## config.mk

```make
export PLATFORM = sky130hd
export DESIGN_NAME = ballot_controller
export DESIGN_NICKNAME = d
export VERILOG_FILES = /design/src/rtl/evm_pkg.sv /design/src/rtl/evm_cycle_counter.sv /design/src/rtl/ballot_controller.sv
export SDC_FILE = /design/constraint.sdc
export NUM_CORES = 1
export LEC_CHECK = 0
export ABC_AREA = 0
export CAP_MARGIN = 20
export CORE_AREA = 2 2 58 60
export DETAILED_ROUTE_END_ITERATION = 6
export DIE_AREA = 0 0 60 62
export PLACE_DENSITY = 0.81
export SLEW_MARGIN = 20
export SYNTH_ARGS = -nofsm -noshare
export SYNTH_HDL_FRONTEND = slang
export SYNTH_SLANG_ARGS = --single-unit
```

## constraint.sdc

```tcl
create_clock -name clk -period 2.72 [get_ports clk]
set_clock_uncertainty 0.15 [all_clocks]
set_input_delay 0.544 -clock clk [delete_from_list [all_inputs] [get_ports clk]]
set_output_delay 0.544 -clock clk [all_outputs]
set_load 0.05 [all_outputs]
```

## src/rtl/evm_pkg.sv

```systemverilog
// Shared types and constants for the ballot controller: FSM states, widths,
// default timing and small button-decoding helpers.
package evm_pkg;

  typedef enum logic [2:0] {
    S_IDLE,
    S_ARMED,
    S_QUALIFY,
    S_COMMIT,
    S_RELEASE
  } state_t;

  localparam int NUM_CAND        = 4;
  localparam int ID_W            = 2;
  localparam int BALLOT_W        = 8;
  localparam int DEBOUNCE_DEF    = 8;
  localparam int ARM_TIMEOUT_DEF = 255;

  localparam logic [BALLOT_W-1:0] BALLOT_MAX = {BALLOT_W{1'b1}};
  localparam logic [NUM_CAND-1:0] CAND_ONE   = {{(NUM_CAND-1){1'b0}}, 1'b1};

  // Index of the highest set bit; only meaningful for a one-hot input.
  function automatic logic [ID_W-1:0] onehot_index(input logic [NUM_CAND-1:0] v);
    logic [ID_W-1:0] idx;
    idx = '0;
    for (int i = 0; i < NUM_CAND; i++) begin
      if (v[i]) idx = ID_W'(i);
    end
    return idx;
  endfunction

  function automatic logic multi_press(input logic [NUM_CAND-1:0] v);
    return (v & (v - CAND_ONE)) != '0;
  endfunction

  function automatic logic single_press(input logic [NUM_CAND-1:0] v);
    return (v != '0) && !multi_press(v);
  endfunction

endpackage

```

## src/rtl/evm_cycle_counter.sv

```systemverilog
// Up-counter with synchronous clear and a terminal-count flag at LIMIT-1.
// The count holds at the terminal value until cleared.
module evm_cycle_counter #(
  parameter int LIMIT = 8,
  parameter int WIDTH = (LIMIT > 1) ? $clog2(LIMIT) : 1
) (
  input  logic clk,
  input  logic reset,
  input  logic clear,
  input  logic enable,
  output logic tc
);

  localparam logic [WIDTH-1:0] LAST = WIDTH'(LIMIT - 1);

  logic [WIDTH-1:0] count_reg;

  always_ff @(posedge clk or posedge reset) begin
    if (reset) begin
      count_reg <= '0;
    end else if (clear) begin
      count_reg <= '0;
    end else if (enable && !tc) begin
      count_reg <= count_reg + 1'b1;
    end
  end

  assign tc = (count_reg == LAST);

endmodule

```

## src/rtl/ballot_controller.sv

```systemverilog
// Voting-machine front end: arms a ballot, debounces a single candidate button,
// and emits one registered vote/spoil/timeout pulse per ballot.
module ballot_controller
  import evm_pkg::*;
#(
  parameter int DEBOUNCE    = DEBOUNCE_DEF,
  parameter int ARM_TIMEOUT = ARM_TIMEOUT_DEF
) (
  input  logic                clk,
  input  logic                reset,
  input  logic                mode,
  input  logic                arm,
  input  logic [NUM_CAND-1:0] button,
  output logic                vote_valid,
  output logic [ID_W-1:0]     vote_id,
  output logic                spoiled,
  output logic                timeout,
  output logic                armed,
  output logic [BALLOT_W-1:0] ballots
);

  state_t state_reg, state_next;
  logic [ID_W-1:0]     cand_reg;
  logic [NUM_CAND-1:0] cand_onehot;
  logic                single, multi, held_ok, busy;
  logic                deb_clear, deb_tc;
  logic                tmr_clear, tmr_enable, tmr_tc;

  logic                vote_valid_next, spoiled_next, timeout_next, armed_next;
  logic [ID_W-1:0]     vote_id_next;
  logic [BALLOT_W-1:0] ballots_next;

  assign single      = single_press(button);
  assign multi       = multi_press(button);
  assign cand_onehot = CAND_ONE << cand_reg;
  assign held_ok     = (button == cand_onehot);
  assign busy        = (state_reg == S_ARMED) || (state_reg == S_QUALIFY);

  // Debounce count is nonzero only while qualifying; the ARMED edge that
  // captures the button counts as the first sample.
  assign deb_clear = (state_next != S_QUALIFY);

  evm_cycle_counter #(.LIMIT(DEBOUNCE)) u_debounce (
    .clk    (clk),
    .reset  (reset),
    .clear  (deb_clear),
    .enable (1'b1),
    .tc     (deb_tc)
  );

  // Armed timer runs across ARMED/QUALIFY bounces and only restarts from IDLE.
  assign tmr_enable = busy;
  assign tmr_clear  = !((state_next == S_ARMED) || (state_next == S_QUALIFY));

  evm_cycle_counter #(.LIMIT(ARM_TIMEOUT)) u_armed_timer (
    .clk    (clk),
    .reset  (reset),
    .clear  (tmr_clear),
    .enable (tmr_enable),
    .tc     (tmr_tc)
  );

  always_ff @(posedge clk or posedge reset) begin
    if (reset) begin
      state_reg <= S_IDLE;
    end else begin
      state_reg <= state_next;
    end
  end

  always_comb begin
    state_next = state_reg;
    unique case (state_reg)
      S_IDLE: begin
        if (arm && !mode && (button == '0)) state_next = S_ARMED;
      end
      S_ARMED: begin
        if (mode)        state_next = S_IDLE;
        else if (tmr_tc) state_next = S_IDLE;
        else if (multi)  state_next = S_RELEASE;
        else if (single) state_next = deb_tc ? S_COMMIT : S_QUALIFY;
      end
      S_QUALIFY: begin
        if (mode)         state_next = S_IDLE;
        else if (tmr_tc)  state_next = S_IDLE;
        else if (held_ok) state_next = deb_tc ? S_COMMIT : S_QUALIFY;
        else              state_next = S_ARMED;
      end
      S_COMMIT: begin
        state_next = S_RELEASE;
      end
      S_RELEASE: begin
        if (button == '0) state_next = S_IDLE;
      end
      default: state_next = S_IDLE;
    endcase
  end

  always_comb begin
    vote_valid_next = (state_next == S_COMMIT);
    vote_id_next    = '0;
    if (vote_valid_next) begin
      vote_id_next = (state_reg == S_ARMED) ? onehot_index(button) : cand_reg;
    end
    spoiled_next = (state_reg == S_ARMED) && (state_next == S_RELEASE);
    timeout_next = busy && !mode && tmr_tc;
    armed_next   = (state_next == S_ARMED) || (state_next == S_QUALIFY);
    ballots_next = ballots;
    if (vote_valid_next && (ballots != BALLOT_MAX)) begin
      ballots_next = ballots + 1'b1;
    end
  end

  always_ff @(posedge clk or posedge reset) begin
    if (reset) begin
      cand_reg <= '0;
    end else if ((state_reg == S_ARMED) && (state_next == S_QUALIFY)) begin
      cand_reg <= onehot_index(button);
    end
  end

  always_ff @(posedge clk or posedge reset) begin
    if (reset) begin
      vote_valid <= 1'b0;
      vote_id    <= '0;
      spoiled    <= 1'b0;
      timeout    <= 1'b0;
      armed      <= 1'b0;
      ballots    <= '0;
    end else begin
      vote_valid <= vote_valid_next;
      vote_id    <= vote_id_next;
      spoiled    <= spoiled_next;
      timeout    <= timeout_next;
      armed      <= armed_next;
      ballots    <= ballots_next;
    end
  end

endmodule

```

## Word-level counts from Yosys, hierarchy flattened

Index checks and enable logic that the tools add are counted.

- Register bits: 30
- Latch bits: 0
- RAM bits: 0
- ROM bits: 0
- Logic and storage cells: 69
- Memories: 0

- $add $sub $neg: 4
- $mul: 0
- Div/mod/pow operators: 0
- Order comparisons: 0
- Eq/ne operators: 15
- Shift-type cells: 1
- Mux-type cells: 20
- Bitwise operators: 1
- Reductions and logical operators: 18

Operators by type and width:

| cell | number |
|---|---|
| two-way mux 3 bit | 8 |
| adder 8 x 1 -> 8 bit, second input constant | 2 |
| two-way mux 8 bit | 2 |
| one-hot mux 3 bit (5 select lines) | 1 |
| two-way mux 2 bit | 7 |
| equality test 3 x 2 -> 1 bit, second input constant | 4 |
| equality test 3 bit, second input constant | 3 |
| logical AND 1 bit | 9 |
| equality test 8 bit, second input constant | 1 |
| inequality test 8 bit, second input constant | 1 |
| nonzero test 4 bit | 2 |
| equality test 3 x 1 -> 1 bit, second input constant | 2 |
| AND 4 bit | 1 |
| equality test 4 bit | 1 |
| zero test 4 bit | 1 |
| << shifter 1 x 2 -> 4 bit, first input constant | 1 |
| subtractor 4 x 1 -> 4 bit, second input constant | 1 |
| adder 3 x 1 -> 3 bit, second input constant | 1 |
| zero test 1 bit | 3 |
| zero test 3 bit | 1 |
| inequality test 3 x 2 -> 1 bit, second input constant | 1 |
| logical OR 1 bit | 2 |
| two-way mux 1 bit | 2 |
| inequality test 2 x 1 -> 1 bit, second input constant | 1 |
| inequality test 2 bit, second input constant | 1 |

## Logic depth before layout (Yosys ltp)

Gate-level depths: netlist (run 1).

- Word-level depth: 13
- Depth in mapped cells: 9
- Mapped depth without buffers: 8

## Modules after synthesis

A second synthesis (run 1) with hierarchy kept.

- Cells, all modules: 180
- Area total of the unflattened synthesis: 1823.0 um^2

Modules (own cells, without submodules):

| module | instances | cells an instance | area an instance (um^2) | sequential area each (um^2) |
|---|---|---|---|---|
| ballot_controller | 1 | 112 | 1146.1 | 475.5 |
| evm_cycle_counter (u_armed_timer) | 1 | 52 | 489.2 | 200.2 |
| evm_cycle_counter (u_debounce) | 1 | 16 | 187.7 | 75.1 |

## Worst setup path before layout (run 1)

OpenSTA, ideal clock, no wires.

- Path kind: input -> register
- Start: input button[0]
- End: register ballots[1]
- Library setup time: 0.128 ns
- Arrival time: 2.082 ns
- Data required time: 2.442 ns
- Path slack: 0.360 ns
- Stages on the path: 6
- Path buffers: 1
- Path through: nor4_1 o211ai_1 o211a_1 buf_2 nor3b_2 mux2_1

- Word-level cells in the longest chain between the ends: 12
- Elaborated cells on any way between the ends: 21
- Classes of those cells: add/sub (1); eq/ne (2); mux (10); bitwise (1); reduce/logical (7)

RTL lines:

| what | line | source |
|---|---|---|
| start: declaration | ballot_controller.sv:13 | `input logic [NUM_CAND-1:0] button,` |
| subtractor 4 x 1 -> 4 bit | evm_pkg.sv:33 | `return (v & (v - CAND_ONE)) != '0;` |
| AND 4 bit | evm_pkg.sv:33 |  |
| nonzero test 4 bit | evm_pkg.sv:33 |  |
| zero test 1 bit | evm_pkg.sv:37 | `return (v != '0) && !multi_press(v);` |
| logical AND 1 bit | evm_pkg.sv:37 |  |
| two-way mux 3 bit | ballot_controller.sv:81 | `else if (single) state_next = deb_tc ? S_COMMIT : S_QUALIFY;` |
| two-way mux 3 bit | ballot_controller.sv:80 | `else if (multi) state_next = S_RELEASE;` |
| two-way mux 3 bit | ballot_controller.sv:79 | `else if (tmr_tc) state_next = S_IDLE;` |
| two-way mux 3 bit | ballot_controller.sv:78 | `if (mode) state_next = S_IDLE;` |
| one-hot mux 3 bit (5 select lines) * | ballot_controller.sv:73 | `unique case (state_reg)` |
| equality test 3 x 2 -> 1 bit * | ballot_controller.sv:100 | `vote_valid_next = (state_next == S_COMMIT);` |
| logical AND 1 bit * | ballot_controller.sv:109 | `if (vote_valid_next && (ballots != BALLOT_MAX)) begin` |
| end signal: assignment | ballot_controller.sv:136 | `ballots <= ballots_next;` |
| end: declaration | ballot_controller.sv:19 | `output logic [BALLOT_W-1:0] ballots` |

Mark *: on every way between the ends. The rest lies on a longest branch, timed or not.
A chain may end at the register's enable or synchronous reset.

## Worst setup path in the final report (run 1)

- Start: input button[2]
- End: register vote_id[1]

- Word-level cells in the longest chain between the ends: 12
- Elaborated cells on any way between the ends: 24
- Classes of those cells: add/sub (1); eq/ne (2); mux (14); bitwise (1); reduce/logical (6)

RTL lines:

| what | line | source |
|---|---|---|
| subtractor 4 x 1 -> 4 bit | evm_pkg.sv:33 |  |
| AND 4 bit | evm_pkg.sv:33 |  |
| nonzero test 4 bit | evm_pkg.sv:33 |  |
| zero test 1 bit | evm_pkg.sv:37 |  |
| logical AND 1 bit | evm_pkg.sv:37 |  |
| two-way mux 3 bit | ballot_controller.sv:81 |  |
| two-way mux 3 bit | ballot_controller.sv:80 |  |
| two-way mux 3 bit | ballot_controller.sv:79 |  |
| two-way mux 3 bit | ballot_controller.sv:78 |  |
| one-hot mux 3 bit (5 select lines) | ballot_controller.sv:73 |  |
| equality test 3 x 2 -> 1 bit | ballot_controller.sv:100 |  |
| two-way mux 2 bit * | ballot_controller.sv:102 | `if (vote_valid_next) begin` |
| net vote_id_next[1] | ballot_controller.sv:30 | `logic [ID_W-1:0] vote_id_next;` |
| end signal: assignment | ballot_controller.sv:132 | `vote_id <= vote_id_next;` |
| end: declaration | ballot_controller.sv:15 | `output logic [ID_W-1:0] vote_id,` |

The timed path passes the listed nets; every way through them passes the cells marked *.

==> results.py, run 1 <==
metrics = {
    "run_status": {
        "status": "finished, final reports clean",
    },
    "floorplan": {
        "ioPinCount": 22,
        "num_rows": 21,
        "core-area_sq_um": 3180,
        "fp.dieArea_sq_um": 3720,
        "die_y_um": 62,
        "start_util": 0.506,
        "fp.dieW_um": 60,
    },
    "critical_path": {
        "endpoint_kind": "flop",
        "critical_path_required_ps": 2820,
        "path_buf_inv": 2,
        "path_max_fanout": 6,
        "r2r_start": "u_armed_timer.count_reg[0]",
        "crit_type": "in2reg",
        "cp-start-kind": "input port",
        "cp_slowest_cell": "clkdlybuf4s50_1",
        "cpPeakStageDelay_ps": 480,
        "crit_path_start": "button[2]",
        "path_cells": "clkdlybuf4s50_1 -> or3b_1 -> a2111o_1 -> nand2_1 -> a31oi_1 -> buf_4 -> or2_4 -> a211oi_2",
        "cp_top_family": "compound AO/OA/AOI/OAI gates",
        "critPathArrivalTime_ps": 2750,
        "rrSetupSlack_ps": 190,
    },
    "synthesis": {
        "synth_compound_area_frac": 0.117,
        "synthSimpleGateAreaFrac": 0.232,
        "synth_top_family_by_area": "simple AND/OR/NAND/NOR gates",
        "synth_top_area_cell": "dfrtp_1",
        "synthTopCellsByCount": "30 x dfrtp_1, 19 x nor2_1, 13 x xor2_1",
        "synth_xor_area_frac": 0.0816,
        "dominantRegCellSynth": "dfrtp_1",
        "synthTopCellsByArea": "dfrtp_1 47%, xor2_1 7.1%, nor2_1 4.4%",
        "ys_types": 44,
        "synthesis.area_sq_um": 1610,
        "synth-edff-count": 0,
        "synthAdderAreaFrac": 0.0389,
        "syn_nets": 171,
        "ys_seq_area_frac": 0.466,
        "ys_ff_latch": 30,
        "synth.most_common_cell": "dfrtp_1",
        "yosys_warnings": 0,
        "synth_top_cell_area_share": 0.466,
        "muxShareOfSynthArea": 0.0319,
        "synthesis.instances": 158,
        "async_reset_ff_frac": 1.00,
        "avgSynthCellArea_sq_um": 10.2,
    },
    "sta": {
        "finalSetupViolCount": 0,
        "worst_slew_pin_slew_ps": 512,
        "layout_setup_ws_ps": 73.9,
        "final.period_utilization": 0.973,
        "relSlewSlack": 0.658,
        "period_minus_slack_ps": 2650,
        "tns_ps": 0,
        "final_max_slew_viol_count": 0,
        "max_freq_ghz": 0.378,
        "final_hold_viol_count": 0,
        "hold_ws_ps": 345,
    },
    "flow_run": {
        "drv_cap": 0,
    },
    "finish": {
        "fin_area_sq_um": 2090,
        "drive_above_1_share": 0.164,
        "diodes": 0,
        "final_cell_count_no_fill": 247,
        "synthToLayoutAreaGrowth_pct": 29.7,
        "finalNetCount": 213,
    },
    "cts": {
        "cts_root_buffer": "clkbuf_4",
        "postCtsHoldBufs": 0,
        "clk_pin_slew_ps": 100,
        "cts_buffers": 5,
        "postCtsResizedCells": 0,
        "cts_tree": "yes",
        "postCtsSetupBuffers": 0,
        "clock_path_buffers": 2,
        "cts_sinks": 30,
        "ctsHtreeMaxLevel": 2,
        "clock_latency_ps": 330,
    },
    "detailed_routing": {
        "dr.first_iter.drc_count": 72,
        "drc": 0,
        "dr.pass1.iters": 4,
        "drtAntennaViolNets": 0,
        "vias_per_cell": 5.47,
        "wire_per_inst_um": 13.6,
        "drt-total-wl_mm": 3.37,
        "vias": 1351,
    },
    "min_path": {
        "hp-start": "ballots[5]",
        "hp-class": "reg2reg",
    },
    "place": {
        "dp.cells": 239,
        "port_buffers": 21,
        "place.detailed.hpwl_mm": 2.51,
        "place_ws_ps": -234,
        "detailed_place.area_sq_um": 1990,
        "gp_congestion": 0.810,
    },
    "global_route": {
        "grt_antenna_before_repair": 0,
        "grt_use_total": 0.194,
        "grt_pass1_wl_mm": 5.29,
        "grt_pass1_vias": 1283,
        "grt_max_degree": 31,
        "gr-total-overflow": 0,
    },
    "power_and_ir_drop": {
        "powerDensity_nw_per_um2": 412,
        "ir_drop_mv": 0.224,
        "p_leak_nw": 0.960,
    },
}
## cells in the final DEF, fill, tap and decap left out, drive strengths merged, types with 5 or more instances in the layout
master         count
nand2              6
nor3               6
buf               17
dfrtp             30
ha                 5
nor2              19
clkbuf             8
clkdlybuf4s50     21
xor2              13
inv               10
nand4              7
a211oi             6
## layout make-up
class | count | area (sq um)
inverters | 10 | 37.5
repair buffers | 38 | 338
clock buffers | 8 | 78.8
fillers | 261 | 1090
well taps | 46 | 57.6
flip-flops and latches | 30 | 751
multi-input cells | 115 | 826
## power by group
part	internal, mW	switching, mW
Sequential	0.452	0.0127
Clock	0.177	0.154
Combinational	0.0301	0.0352
## per-layer routing
metal	track usage	vias up	part of all wire
li1	-	650	-
met1	0.215	666	0.43
met2	0.348	31	0.52
met3	0.0518	4	0.032
met4	0.0857	0	0.017
met5	0	-	0
## worst paths after layout
kind | to | cells past startpoint
max | vote_id[1] | 8
min | ballots[5] | 1
max reg2reg | vote_id[1] | 9
min reg2reg | ballots[5] | 1
max in group asynchronous | u_armed_timer.count_reg[3] | 3
min in group asynchronous | u_debounce.count_reg[2] | 3
## through the flow
step / util / total power [mW]
final: 0.657 / 0.860
after global routing: 0.657 / 0.896
after CTS: 0.651 / 0.872
after detailed placement: 0.627 / 0.537
after global placement: 0.627 / 0.533
after floorplan: - / 0.504
## worst register-to-register path, cell delays in order, from the launching register on
cell and delay [ps]:
dfrtp_1 430, inv_1 60, ha_1 210, and3_1 140, a211oi_1 330, nor4bb_2 310
a31oi_1 140, buf_4 210, or2_4 250, a211oi_2 220
## cells by family after synthesis
group / after synthesis
AND/OR/NAND/NOR: 66
adder cells (fa/ha/maj): 5
buffers and inverters: 13
multiplexers: 5
XOR/XNOR: 15
AO/OA/AOI/OAI: 24
flip-flops: 30
Note: power is estimated with default switching activity, not from simulation.
==> run 2, diff against run 1 <==
CORE_AREA = 2 2 45 78   (was 2 2 58 60)
DIE_AREA = 0 0 47 80   (was 0 0 60 62)
PLACE_DENSITY = 0.79   (was 0.81)
==> run 2 against run 1 <==
Effect of this change: sequential power about the same; fmax grew 0.49%; combinational power up 7.2%; wire length increased by 4.4%; design area increased by 5.8%; clock-buffer cell count decreased by 2; clock power increased by 69%; first-iteration DRC count shrank 85%; critical endpoint unchanged; cell count down 0.40%; core utilization up 5.4 points; power rose by 27%.
==> results.py, run 2 (same netlist as run 1, synthesis figures left out) <==
metrics = {
    "run_status": {
        "status": "finished, final reports clean",
    },
    "global_route": {
        "grt_pass1_vias": 1427,
        "grt_max_degree": 31,
        "grt_antenna_before_repair": 0,
        "grt_use_total": 0.214,
        "grt_pass1_wl_mm": 5.84,
        "gr-total-overflow": 0,
    },
    "critical_path": {
        "critPathArrivalTime_ps": 2680,
        "regToRegEndpoint": "ballots[1]",
        "crit_path_frequent_cell": "buf_4",
        "crit_type": "in2reg",
        "endpoint_kind": "flop",
        "path_cells": "clkdlybuf4s50_1 -> buf_4 -> a211oi_2 -> nor2_1 -> buf_4 -> a211o_1 -> o211a_4 -> buf_4 -> or2_4 -> a211oi_2",
        "cp-start-kind": "input port",
        "rr_worst_depth": 8,
        "cpPeakStageDelay_ps": 430,
        "critical_path_required_ps": 2760,
        "r2r_start": "u_armed_timer.count_reg[0]",
        "rrSetupSlack_ps": 180,
        "cp_slowest_cell": "clkdlybuf4s50_1",
        "path_max_fanout": 6,
    },
    "min_path": {
        "hold_depth": 1,
        "holdPathEnd": "ballots[7]",
        "hp-start": "ballots[7]",
        "hp-class": "reg2reg",
    },
    "finish": {
        "utilization": 0.711,
        "drive_above_1_share": 0.197,
        "finalNetCount": 215,
        "final_common_cell": "dfrtp_1",
        "final_cell_count_no_fill": 246,
        "synthToLayoutAreaGrowth_pct": 37.2,
        "diodes": 0,
        "fin_area_sq_um": 2210,
        "final_cell_mix": "30 x dfrtp_1, 19 x nor2_1, 19 x clkdlybuf4s50_1, 19 x buf_4, 13 x xor2_1",
    },
    "detailed_routing": {
        "dr.pass1.iters": 4,
        "wire_per_inst_um": 14.3,
        "wl_met1_mm": 1.29,
        "drtAntennaViolNets": 0,
        "drc": 0,
        "wl_met3_um": 101,
        "vias": 1365,
        "dr.first_iter.drc_count": 11,
        "drt-total-wl_mm": 3.51,
        "routed.top_layer": "met4",
        "vias_per_cell": 5.55,
        "met2_length_mm": 2.04,
    },
    "power_and_ir_drop": {
        "ir_drop_mv": 0.530,
        "p_leak_nw": 1.02,
        "powerDensity_nw_per_um2": 495,
    },
    "cts": {
        "clock_latency_ps": 280,
        "cts_tree": "yes",
        "ctsHtreeMaxLevel": 2,
        "clk_pin_slew_ps": 60,
        "cts_sinks": 30,
        "clock_path_buffers": 2,
        "postCtsHoldBufs": 0,
        "cts_root_buffer": "clkbuf_8",
        "cts_buffers": 5,
    },
    "floorplan": {
        "ioPinCount": 22,
        "num_rows": 27,
        "start_util": 0.518,
        "core-area_sq_um": 3110,
        "fp.dieArea_sq_um": 3760,
        "fp.dieW_um": 47,
        "die_y_um": 80,
    },
    "place": {
        "gp_congestion": 0.806,
        "detailed_place.area_sq_um": 2000,
        "dp.cells": 238,
        "port_buffers": 21,
        "place_ws_ps": -305,
        "place.detailed.hpwl_mm": 2.64,
    },
    "sta": {
        "relSlewSlack": 0.662,
        "max_freq_ghz": 0.380,
        "worst_slew_pin_slew_ps": 505,
        "layout_setup_ws_ps": 86.7,
        "period_minus_slack_ps": 2630,
        "finalSetupViolCount": 0,
        "tns_ps": 0,
        "final_hold_viol_count": 0,
        "final_max_slew_viol_count": 0,
        "grt_setup_unrepaired": "no",
        "final.period_utilization": 0.968,
    },
    "flow_run": {
        "drv_cap": 0,
    },
}
run 2: cell count changes in the layout (fill, tap and decap cells not counted), moves of 2 or more:
| cell | before | now |
|---|---|---|
| bufinv_16 | 0 | 2 |
| clkbuf_8 | 3 | 6 |
| clkdlybuf4s50_1 | 21 | 19 |
| clkbuf_4 | 5 | 0 |
| a211oi_1 | 4 | 2 |
| buf_4 | 17 | 19 |
| a211oi_2 | 2 | 4 |
| dlymetal6s2s_1 | 0 | 2 |
run 2: worst max-delay path, delay by kind of cell:
| kind | cells | cell delay (ps) |
|---|---|---|
| buffers and inverters | 4 | 890 |
| AOI/OAI and AO/OA | 4 | 890 |
| and+or+nand+nor | 2 | 350 |
run 2: final cells by class:
cell class / count / area [sq um]
sequential: 30 / 751
inverter: 10 / 37.5
clock inverter: 2 / 60.1
clock buffer: 6 / 82.6
multi-input combinational: 115 / 867
fill: 247 / 898
tap: 43 / 53.8
timing repair buffer: 40 / 358
run 2: stage by stage:
| stage | power (mW) | hold WS (ps) |
|---|---|---|
| final | 1.09 | 340 |
| after global routing | 1.13 | 376 |
| after CTS | 1.10 | 344 |
| after detailed placement | 0.540 | 331 |
| after global placement | 0.535 | 324 |
| after floorplan | 0.504 | 343 |
run 2: report_power, final:
group	total (mW)	switching (mW)	leakage [nW]	internal, mW
Sequential	0.466	0.0136	0.408	0.453
Clock	0.557	0.167	0.0714	0.390
Combinational	0.0701	0.0374	0.541	0.0328
Total	1.09	0.218	1.02	0.876
run 2: worst max path at each step:
stage / slack (ps) / end / from
after floorplan: 360 / ballots[1] / button[0]
final: 90 / vote_id[1] / button[3]
after global routing: 6 / ballots[5] / u_armed_timer.count_reg[0]
after CTS: 10 / ballots[1] / button[2]
after global placement: -190 / ballots[1] / button[2]
after detailed placement: -300 / ballots[1] / button[2]
run 2: metal layers:
metal	track usage	vias up
met5	0	-
met4	0.106	0
met3	0.0566	9
met2	0.393	23
met1	0.200	679
li1	-	654
run 2: what timing repair did:
action                                  in CTS  in global routing
buffers inserted                             0                  0
pin swaps                                    1                  4
gates cloned                                 0                  0
endpoints found under the setup margin       1                 14
resized for setup                            1                 11
